## src/rtl/iomem_gpio_pkg.sv

```systemverilog
// Shared definitions for the iomem GPIO peripheral: register offsets,
// address field positions, bus handshake states and a strobe helper.
package iomem_gpio_pkg;

    // Address fields: [31:24] selects the peripheral, [4:2] picks a register.
    localparam int ADDR_BASE_MSB = 31;
    localparam int ADDR_BASE_LSB = 24;
    localparam int ADDR_REG_MSB  = 4;
    localparam int ADDR_REG_LSB  = 2;

    // Register word offsets (byte offset >> 2).
    localparam logic [2:0] REG_OUT      = 3'd0;
    localparam logic [2:0] REG_OE       = 3'd1;
    localparam logic [2:0] REG_IN       = 3'd2;
    localparam logic [2:0] REG_SET      = 3'd3;
    localparam logic [2:0] REG_CLR      = 3'd4;
    localparam logic [2:0] REG_TGL      = 3'd5;
    localparam logic [2:0] REG_IRQ_EN   = 3'd6;
    localparam logic [2:0] REG_IRQ_STAT = 3'd7;

    // Bus handshake: one request accepted, acknowledged for exactly one cycle.
    typedef enum logic {
        ST_IDLE = 1'b0,
        ST_ACK  = 1'b1
    } bus_state_t;

    // Expand the four byte strobes into a 32-bit bit mask.
    function automatic logic [31:0] strobe_mask(input logic [3:0] wstrb);
        logic [31:0] mask;
        mask = '0;
        for (int k = 0; k < 4; k++) begin
            mask[8*k +: 8] = {8{wstrb[k]}};
        end
        return mask;
    endfunction

endpackage

```

## src/rtl/iomem_gpio_sync.sv

```systemverilog
// Per-bit flop-chain synchroniser for asynchronous pad inputs.
module gpio_sync #(
    parameter int WIDTH  = 8,
    parameter int STAGES = 2
) (
    input  logic             clk,
    input  logic             resetn,
    input  logic [WIDTH-1:0] d,
    output logic [WIDTH-1:0] q
);

    logic [STAGES-1:0][WIDTH-1:0] chain;

    // Shift the pad value through STAGES flops; the oldest stage is the safe copy.
    always_ff @(posedge clk) begin
        if (!resetn) begin
            chain <= '0;
        end else begin
            chain <= {chain[STAGES-2:0], d};
        end
    end

    assign q = chain[STAGES-1];

endmodule

```

## src/rtl/iomem_gpio.sv

```systemverilog
// GPIO peripheral on the PicoSoC iomem bus: output/enable registers,
// synchronised inputs, atomic SET/CLR/TGL and sticky rising-edge interrupts.
module iomem_gpio
    import iomem_gpio_pkg::*;
#(
    parameter logic [7:0] BASE_ADDR   = 8'h03,
    parameter int         NPINS       = 8,
    parameter int         SYNC_STAGES = 2
) (
    input  logic             clk,
    input  logic             resetn,
    input  logic             iomem_valid,
    output logic             iomem_ready,
    input  logic [3:0]       iomem_wstrb,
    input  logic [31:0]      iomem_addr,
    input  logic [31:0]      iomem_wdata,
    output logic [31:0]      iomem_rdata,
    input  logic [NPINS-1:0] gpio_in,
    output logic [NPINS-1:0] gpio_out,
    output logic [NPINS-1:0] gpio_oe,
    output logic             irq
);

    bus_state_t       state;
    bus_state_t       state_next;
    logic             select;
    logic             write;
    logic [2:0]       reg_sel;
    logic [31:0]      full_mask;
    logic [NPINS-1:0] bit_mask;
    logic [NPINS-1:0] wdata_masked;
    logic [NPINS-1:0] out_reg;
    logic [NPINS-1:0] oe_reg;
    logic [NPINS-1:0] irq_en_reg;
    logic [NPINS-1:0] irq_stat_reg;
    logic [NPINS-1:0] out_next;
    logic [NPINS-1:0] oe_next;
    logic [NPINS-1:0] irq_en_next;
    logic [NPINS-1:0] irq_stat_next;
    logic [NPINS-1:0] sync_in;
    logic [NPINS-1:0] prev_in;
    logic [NPINS-1:0] rise;
    logic [31:0]      read_value;
    logic             unused_bits;

    // Address aliases and data bits above NPINS are deliberately ignored.
    assign unused_bits = ^{iomem_addr[23:5], iomem_addr[1:0], iomem_wdata, full_mask};

    // A request is taken only while no acknowledge is outstanding, so ready never repeats.
    assign select = iomem_valid && !iomem_ready &&
                    (iomem_addr[ADDR_BASE_MSB:ADDR_BASE_LSB] == BASE_ADDR);
    assign write        = select && (iomem_wstrb != 4'b0000);
    assign reg_sel      = iomem_addr[ADDR_REG_MSB:ADDR_REG_LSB];
    assign full_mask    = strobe_mask(iomem_wstrb);
    assign bit_mask     = full_mask[NPINS-1:0];
    assign wdata_masked = iomem_wdata[NPINS-1:0] & bit_mask;

    gpio_sync #(
        .WIDTH  (NPINS),
        .STAGES (SYNC_STAGES)
    ) u_sync (
        .clk    (clk),
        .resetn (resetn),
        .d      (gpio_in),
        .q      (sync_in)
    );

    assign rise = sync_in & ~prev_in;

    // Handshake sequencing: accept in IDLE, acknowledge for one cycle, return.
    always_comb begin
        state_next = state;
        case (state)
            ST_IDLE: if (select) state_next = ST_ACK;
            ST_ACK:  state_next = ST_IDLE;
            default: state_next = ST_IDLE;
        endcase
    end

    // Read mux sees the registers before this cycle's write lands.
    always_comb begin
        read_value = '0;
        case (reg_sel)
            REG_OUT:      read_value[NPINS-1:0] = out_reg;
            REG_OE:       read_value[NPINS-1:0] = oe_reg;
            REG_IN:       read_value[NPINS-1:0] = sync_in;
            REG_IRQ_EN:   read_value[NPINS-1:0] = irq_en_reg;
            REG_IRQ_STAT: read_value[NPINS-1:0] = irq_stat_reg;
            default:      read_value = '0;
        endcase
    end

    // Register update rules; a new rising edge beats a same-cycle clear.
    always_comb begin
        out_next      = out_reg;
        oe_next       = oe_reg;
        irq_en_next   = irq_en_reg;
        irq_stat_next = irq_stat_reg;
        if (write) begin
            case (reg_sel)
                REG_OUT:      out_next      = (out_reg & ~bit_mask) | wdata_masked;
                REG_OE:       oe_next       = (oe_reg & ~bit_mask) | wdata_masked;
                REG_SET:      out_next      = out_reg | wdata_masked;
                REG_CLR:      out_next      = out_reg & ~wdata_masked;
                REG_TGL:      out_next      = out_reg ^ wdata_masked;
                REG_IRQ_EN:   irq_en_next   = (irq_en_reg & ~bit_mask) | wdata_masked;
                REG_IRQ_STAT: irq_stat_next = irq_stat_reg & ~wdata_masked;
                default:      out_next      = out_reg;
            endcase
        end
        irq_stat_next = irq_stat_next | rise;
    end

    // State, register file, edge history and captured read data.
    always_ff @(posedge clk) begin
        if (!resetn) begin
            state        <= ST_IDLE;
            out_reg      <= '0;
            oe_reg       <= '0;
            irq_en_reg   <= '0;
            irq_stat_reg <= '0;
            prev_in      <= '0;
            iomem_rdata  <= '0;
        end else begin
            state        <= state_next;
            out_reg      <= out_next;
            oe_reg       <= oe_next;
            irq_en_reg   <= irq_en_next;
            irq_stat_reg <= irq_stat_next;
            prev_in      <= sync_in;
            if (select) begin
                iomem_rdata <= read_value;
            end
        end
    end

    assign iomem_ready = (state == ST_ACK);
    assign gpio_out    = out_reg;
    assign gpio_oe     = oe_reg;
    assign irq         = |(irq_stat_reg & irq_en_reg);

endmodule

```

## config.mk

```make
export PLATFORM = sky130hd
export DESIGN_NAME = iomem_gpio
export DESIGN_NICKNAME = d
export VERILOG_FILES = /design/src/rtl/iomem_gpio_pkg.sv /design/src/rtl/iomem_gpio_sync.sv /design/src/rtl/iomem_gpio.sv
export SDC_FILE = /design/constraint.sdc
export NUM_CORES = 1
export LEC_CHECK = 0
export ABC_AREA = 0
export BUFFER_PORTS_ARGS = -buffer_cell sky130_fd_sc_hd__buf_2
export CORE_UTILIZATION = 39
export DETAILED_ROUTE_END_ITERATION = 10
export PLACE_DENSITY = 0.66
export SLEW_MARGIN = 20
export SYNTH_ARGS = -nofsm -noshare
export SYNTH_HDL_FRONTEND = slang
export SYNTH_SLANG_ARGS = --single-unit
```

## constraint.sdc

```tcl
create_clock -name clk -period 1.95 [get_ports clk]
set_input_delay 0.0975 -clock clk [delete_from_list [all_inputs] [get_ports clk]]
set_output_delay 0.0975 -clock clk [all_outputs]
set_load 0.01 [all_outputs]
```

# Yosys cells after proc, flatten, opt, wreduce, memory -nomap -nowiden
# Cells that the tools add are included.
dict set report word_totals {
  reg_bits 65
  out_inout_bits 50
  word_cells 52
  inputBits 79
}
dict set report classes {
  mux 6
  n_reduce_logical 11
  n_eq_ne 8
  n_bitwise 18
}
# operator count
set ops {}
lappend ops {{AND 8 bit} 8}
lappend ops {{bitwise OR 8 bit} 5}
lappend ops {{one-hot mux 8 bit (5 select lines)} 1}
lappend ops {{one-hot mux 8 bit (4 select lines)} 1}
lappend ops {{inverter 8 bit} 3}
lappend ops {{2-to-1 mux 8 bit} 2}
lappend ops {{equality test 3 bit (second input constant)} 4}
lappend ops {{equality test 8 x 2 -> 1 bit (second input constant)} 1}
lappend ops {{nonzero test 4 bit} 2}
lappend ops {{OR reduction 8 bit} 1}
lappend ops {{XOR 8 bit} 1}
lappend ops {{equality test 3 x 2 -> 1 bit (second input constant)} 2}
lappend ops {{AND reduction 2 bit} 3}
lappend ops {{equality test 3 x 1 -> 1 bit (second input constant)} 1}
lappend ops {{logical AND 1 bit} 3}
lappend ops {{logical NOT 3 bit} 1}
lappend ops {{one-hot mux 1 bit (2 select lines)} 1}
lappend ops {{logical NOT 1 bit} 1}
lappend ops {{2-to-1 mux 1 bit} 1}
lappend ops {{inverter 1 bit} 1}

# Longest topological paths before layout
dict set report depth {
  word_depth 6
  ltp_mapped 8
  depth_no_buf 6
}

# Cells and area by module
# A second synthesis with hierarchy kept.
dict set report unflattened {
  hier_cells 320
  hier_area_um2 3081.7
}
# module instances cells_per_inst seq_area_each_um2 area_per_inst_um2
set by_module_without_submodules {}
lappend by_module_without_submodules {iomem_gpio 1 279 980.9 2575.0}
lappend by_module_without_submodules {gpio_sync 1 41 320.3 506.7}

# Worst setup path before layout
# No wires, ideal clock.
dict set report synth_path {
  path_type {reg-to-reg}
  start {reg state (netlist: iomem_ready)}
  end {reg iomem_rdata[0]}
  period_less_slack_ps 1404
  n_path_buf 1
  path_stages_with_launch 6
  setup_ps 117
  arrival_time_ps 1287
  setup_slack_ps 546
  t_required_ps 1833
  cell_sequence {dfxtp_1 -> and4b_1 -> and3_2 -> and4_1 -> buf_4 -> a22o_1}
}
dict set report synth_between {
  elab_chain_len 3
}
# element line_no
set synth_rtl {}
lappend synth_rtl {{start: declaration} iomem_gpio.sv:24} ;# bus_state_t state;
lappend synth_rtl {{start signal: assignment} iomem_gpio.sv:125} ;# state <= state_next;
lappend synth_rtl {{logical NOT 1 bit} iomem_gpio.sv:50} ;# assign select = iomem_valid && !iomem_ready &&
lappend synth_rtl {{logical AND 1 bit (2 in a row)} iomem_gpio.sv:50}
lappend synth_rtl {{end signal: assignment} iomem_gpio.sv:132} ;# iomem_rdata <= read_value;
lappend synth_rtl {{end: declaration} iomem_gpio.sv:17} ;# output logic [31:0] iomem_rdata,
# No other way between the ends.
# A chain may end at the register's enable or synchronous reset.

# Worst setup path in the final report
dict set report layout_path {
  start {reg state (netlist: iomem_ready)}
  end {reg irq_stat_reg[5]}
}
dict set report layout_between {
  elab_chain_len 6
}
# element line_no
set layout_rtl {}
lappend layout_rtl {{logical NOT 1 bit} iomem_gpio.sv:50}
lappend layout_rtl {{logical AND 1 bit (2 in a row)} iomem_gpio.sv:50}
lappend layout_rtl {{logical AND 1 bit} iomem_gpio.sv:52} ;# assign write = select && (iomem_wstrb != 4'b0000);
lappend layout_rtl {{2-to-1 mux 8 bit} iomem_gpio.sv:99} ;# if (write) begin
lappend layout_rtl {{bitwise OR 8 bit} iomem_gpio.sv:111} ;# irq_stat_next = irq_stat_next | rise;
lappend layout_rtl {{end signal: assignment} iomem_gpio.sv:129} ;# irq_stat_reg <= irq_stat_next;
lappend layout_rtl {{end: declaration} iomem_gpio.sv:35} ;# logic [NPINS-1:0] irq_stat_reg;
# No other way between the ends.

==> metrics.txt <==
status=finished, final reports clean; ANT cells=0; multiplexer share of the synthesized area=between 10% and 20%; Crit path max-delay family=simple AND/OR/NAND/NOR gates; routed len/inst=between 15 and 20 um; CP max stage delay=roughly 0.39 ns; max_cap viols=0; Root Buffer=clkbuf_8; number of global-route vias before repair=2527; Hold Path Class=in -> reg; largest family of logic cells by synthesized area=simple AND/OR/NAND/NOR gates; first-pass iteration count of the detailed router=4; number of library cell types mapped by synthesis=35; final cycle utilization of the critical path=between 70% and 80%; placed cells=roughly 500; crit end category=register; ratio of cells with drive above 1 in the final layout=23.80%; grt met1 use=about 25%; DR DRC count=0; Pwr per Cell Area=approximately 700 nW/um^2; Initial Utilization=about two fifths; Sink Count=65; Max transition margin=a little over half; combinational share of power=between 10% and 20%; CTS clk-pin slew, worst paths=~0.070 ns; GR met3 Demand/Resource=between 4 and 5%; core area=~8000 um^2; number of I/O pins=around 130; final core occ=between 40 and 50%; via count=between 2000 and 3000; Synth Area in XOR/XNOR=0%; Final Hold Vio Count=0; TritonCTS clock tree=yes; RSZ-0062 raised after global routing=false; clock buffer depth=2; critical path data arrival time=between 1.5 and 2 ns; CTS buffer count=9; Synth Area in Simple Gates=about a quarter; Worst-Skew Late Latency=0.35 ns; Fin Clk Skew=a little under 0.005 ns; M2 GR Usage=about 30%; compound-gate portion of the synthesized area=a little under an eighth; sequential share of the synthesized area=around 40%; CP Cell Sequence=and4b_1 > nand4_2 > nor4_1 > nor2_1; Worst Path Buf+Inv=0; sequential share of power=~51%; Mapped Cells=349; Period minus WS final=roughly 1.5 ns; Main synth FF type=dfxtp_1; Routed Antenna Nets=0; Switching Share=roughly a quarter; Port Buf Inserts=between 50 and 60; Post-synth EDFFs=0; crit-path max FO=8; total wire length=7.865 mm; final count of pins violating max slew=0; Internal Power=between 1.5 and 2 mW; fin nets=498; Vias/cell=around 5.2; Detailed Place HPWL=about 5.4 mm; initial antenna violation count=0; row cnt=33; Async S/R FF share, synth=0%; busiest grt layer=met2; kind of critical path=reg -> reg; synthesized cell area=~3300 um^2; switching pwr=between 0.7 and 0.8 mW; Die X=approximately 94 um; worst vdd ir=between 400 and 500 uV; worst path required time=around 2.2 ns; GR Overflow Total=0; initial drt markers=approximately 150; Layout area overhead=16.95%; Leak=about 1.7 nW; Critical Path Start Type=register; CP max stage cell=nor4_1; H-Tree Level Count=3; global-route wire length before repair=between 10 and 15 mm; Slew @ Worst Pin=0.7094 ns; register bit count reported by yosys=65; non-filler cells, final=approximately 520; post-CTS setup repair buffer count=0; GPL Wtd Cong=0.7970; final setup violation count=0; Global Route Usage Sum=roughly a fifth; Chip Height=~94 um; Sum Neg Setup Slack=0 ns; largest net degree at the start of global routing=65; Ys Warns=0; clock power share=between 30 and 40%; die area=8773 um^2; adder-cell share of the synthesized area=between 3 and 4%; FMAX=0.6666 GHz; average cell area after synthesis=9.389 um^2
## synthesized netlist by cell type, types with 6 or more instances
library cell	number	area share [%]
nor2_1	25	2.9
nand2b_1	9	1.7
mux2i_1	24	7.3
nor4_1	8	1.5
and2_1	26	5.0
mux2_2	8	2.7
buf_2	6	0.92
clkbuf_1	14	1.6
nand2_1	18	2.1
a221oi_1	16	4.3
buf_4	27	6.2
ha_1	8	3.1
a21oi_1	8	1.2
nor2b_1	25	4.8
a22o_1	8	2.1
o211ai_1	8	1.8
dfxtp_1	65	40
o21ai_0	8	1.2
nand4b_1	8	2.1
nand4_1	9	1.7
## tightest hold or removal path: cells and delay by family
kind	cells	cell delay, ns
mux	1	0.06
simple gates	1	0.10
buf+inv	1	0.10
## layer usage
layer / routed length [um] / part of all wire (%) / vias up
li1: - / - / 1326
met1: 3631 / 46 / 1266
met2: 3570 / 45 / 110
met3: 568 / 7.2 / 11
met4: 95 / 1.2 / 0
met5: 0 / 0 / -
## timing repair
action                    CTS  global route
resized for setup           0             0
hold endpoints to repair    9             0
hold buffers                9             0
## layout make-up
cell class / instances / area [um^2]
timing repair buffer: 76 / 445.4
sequential: 65 / 1301
clock inverter: 5 / 30.03
clock buffer: 11 / 151.4
tap: 105 / 131.4
fill: 793 / 4343
inverter: 1 / 3.754
multi-input combinational: 258 / 1769
## cell families (layout without fill, tap and decap cells)
kind of cell / count (synthesis) / in the layout
flip-flops: 65 / 65
buffers and inverters: 49 / 93
AO/OA/AOI/OAI: 53 / 53
multiplexers: 32 / 32
other: 1 / 24
AND/OR/NAND/NOR: 141 / 141
adder cells (fa/ha/maj): 8 / 8
## cells in the final DEF (no fill, tap or decap), drive strengths merged, types with 2 or more instances in the layout
cell and n:
nor2b 25, a221oi 16, buf 67, nand4 12, o21ai 9, nand2 18
mux2 8, mux2i 24, and2 26, and4b 2, conb 24, a21oi 8
a22oi 4, clkinvlp 2, nand2b 9, a22o 8, nor2 26, dfxtp 65
ha 8, nor4 9, clkinv 4, dlygate4sd3 9, nand4b 8, clkbuf 11
o211ai 8, and4 2
## per-stage QoR
step	setup slack (ns)	total power [mW]	hold slack (ns)	instance area, um^2
finish	0.4499	2.689	0.04739	3832
global route	0.3340	2.799	0.05069	3832
CTS	0.4455	2.712	0.04167	3832
detailed placement	0.2447	1.658	0.3073	3561
global placement	0.2905	1.651	0.3020	3561
floorplan	0.5463	1.606	0.2248	3363
## final timing paths
path                            slack [ns]  cells past startpoint       startpoint               to
worst max-delay path                  0.45                      4      iomem_ready  irq_stat_reg[5]
worst min register to register        0.43                      1  u_sync.chain[6]      u_sync.q[6]
worst min-delay path                  0.05                      3   iomem_wdata[7]         register
worst max register to register        0.45                      4      iomem_ready  irq_stat_reg[5]
## power groups by stage
stage,sequential [mW],combinational (mW),clock [mW]
after global routing,1.37,0.305,1.12
after floorplan,1.40,0.211,0
after CTS,1.37,0.272,1.07
after global placement,1.40,0.252,0
final,1.37,0.275,1.04
after detailed placement,1.40,0.259,0
No activity file was read; power rests on OpenSTA's default activity.
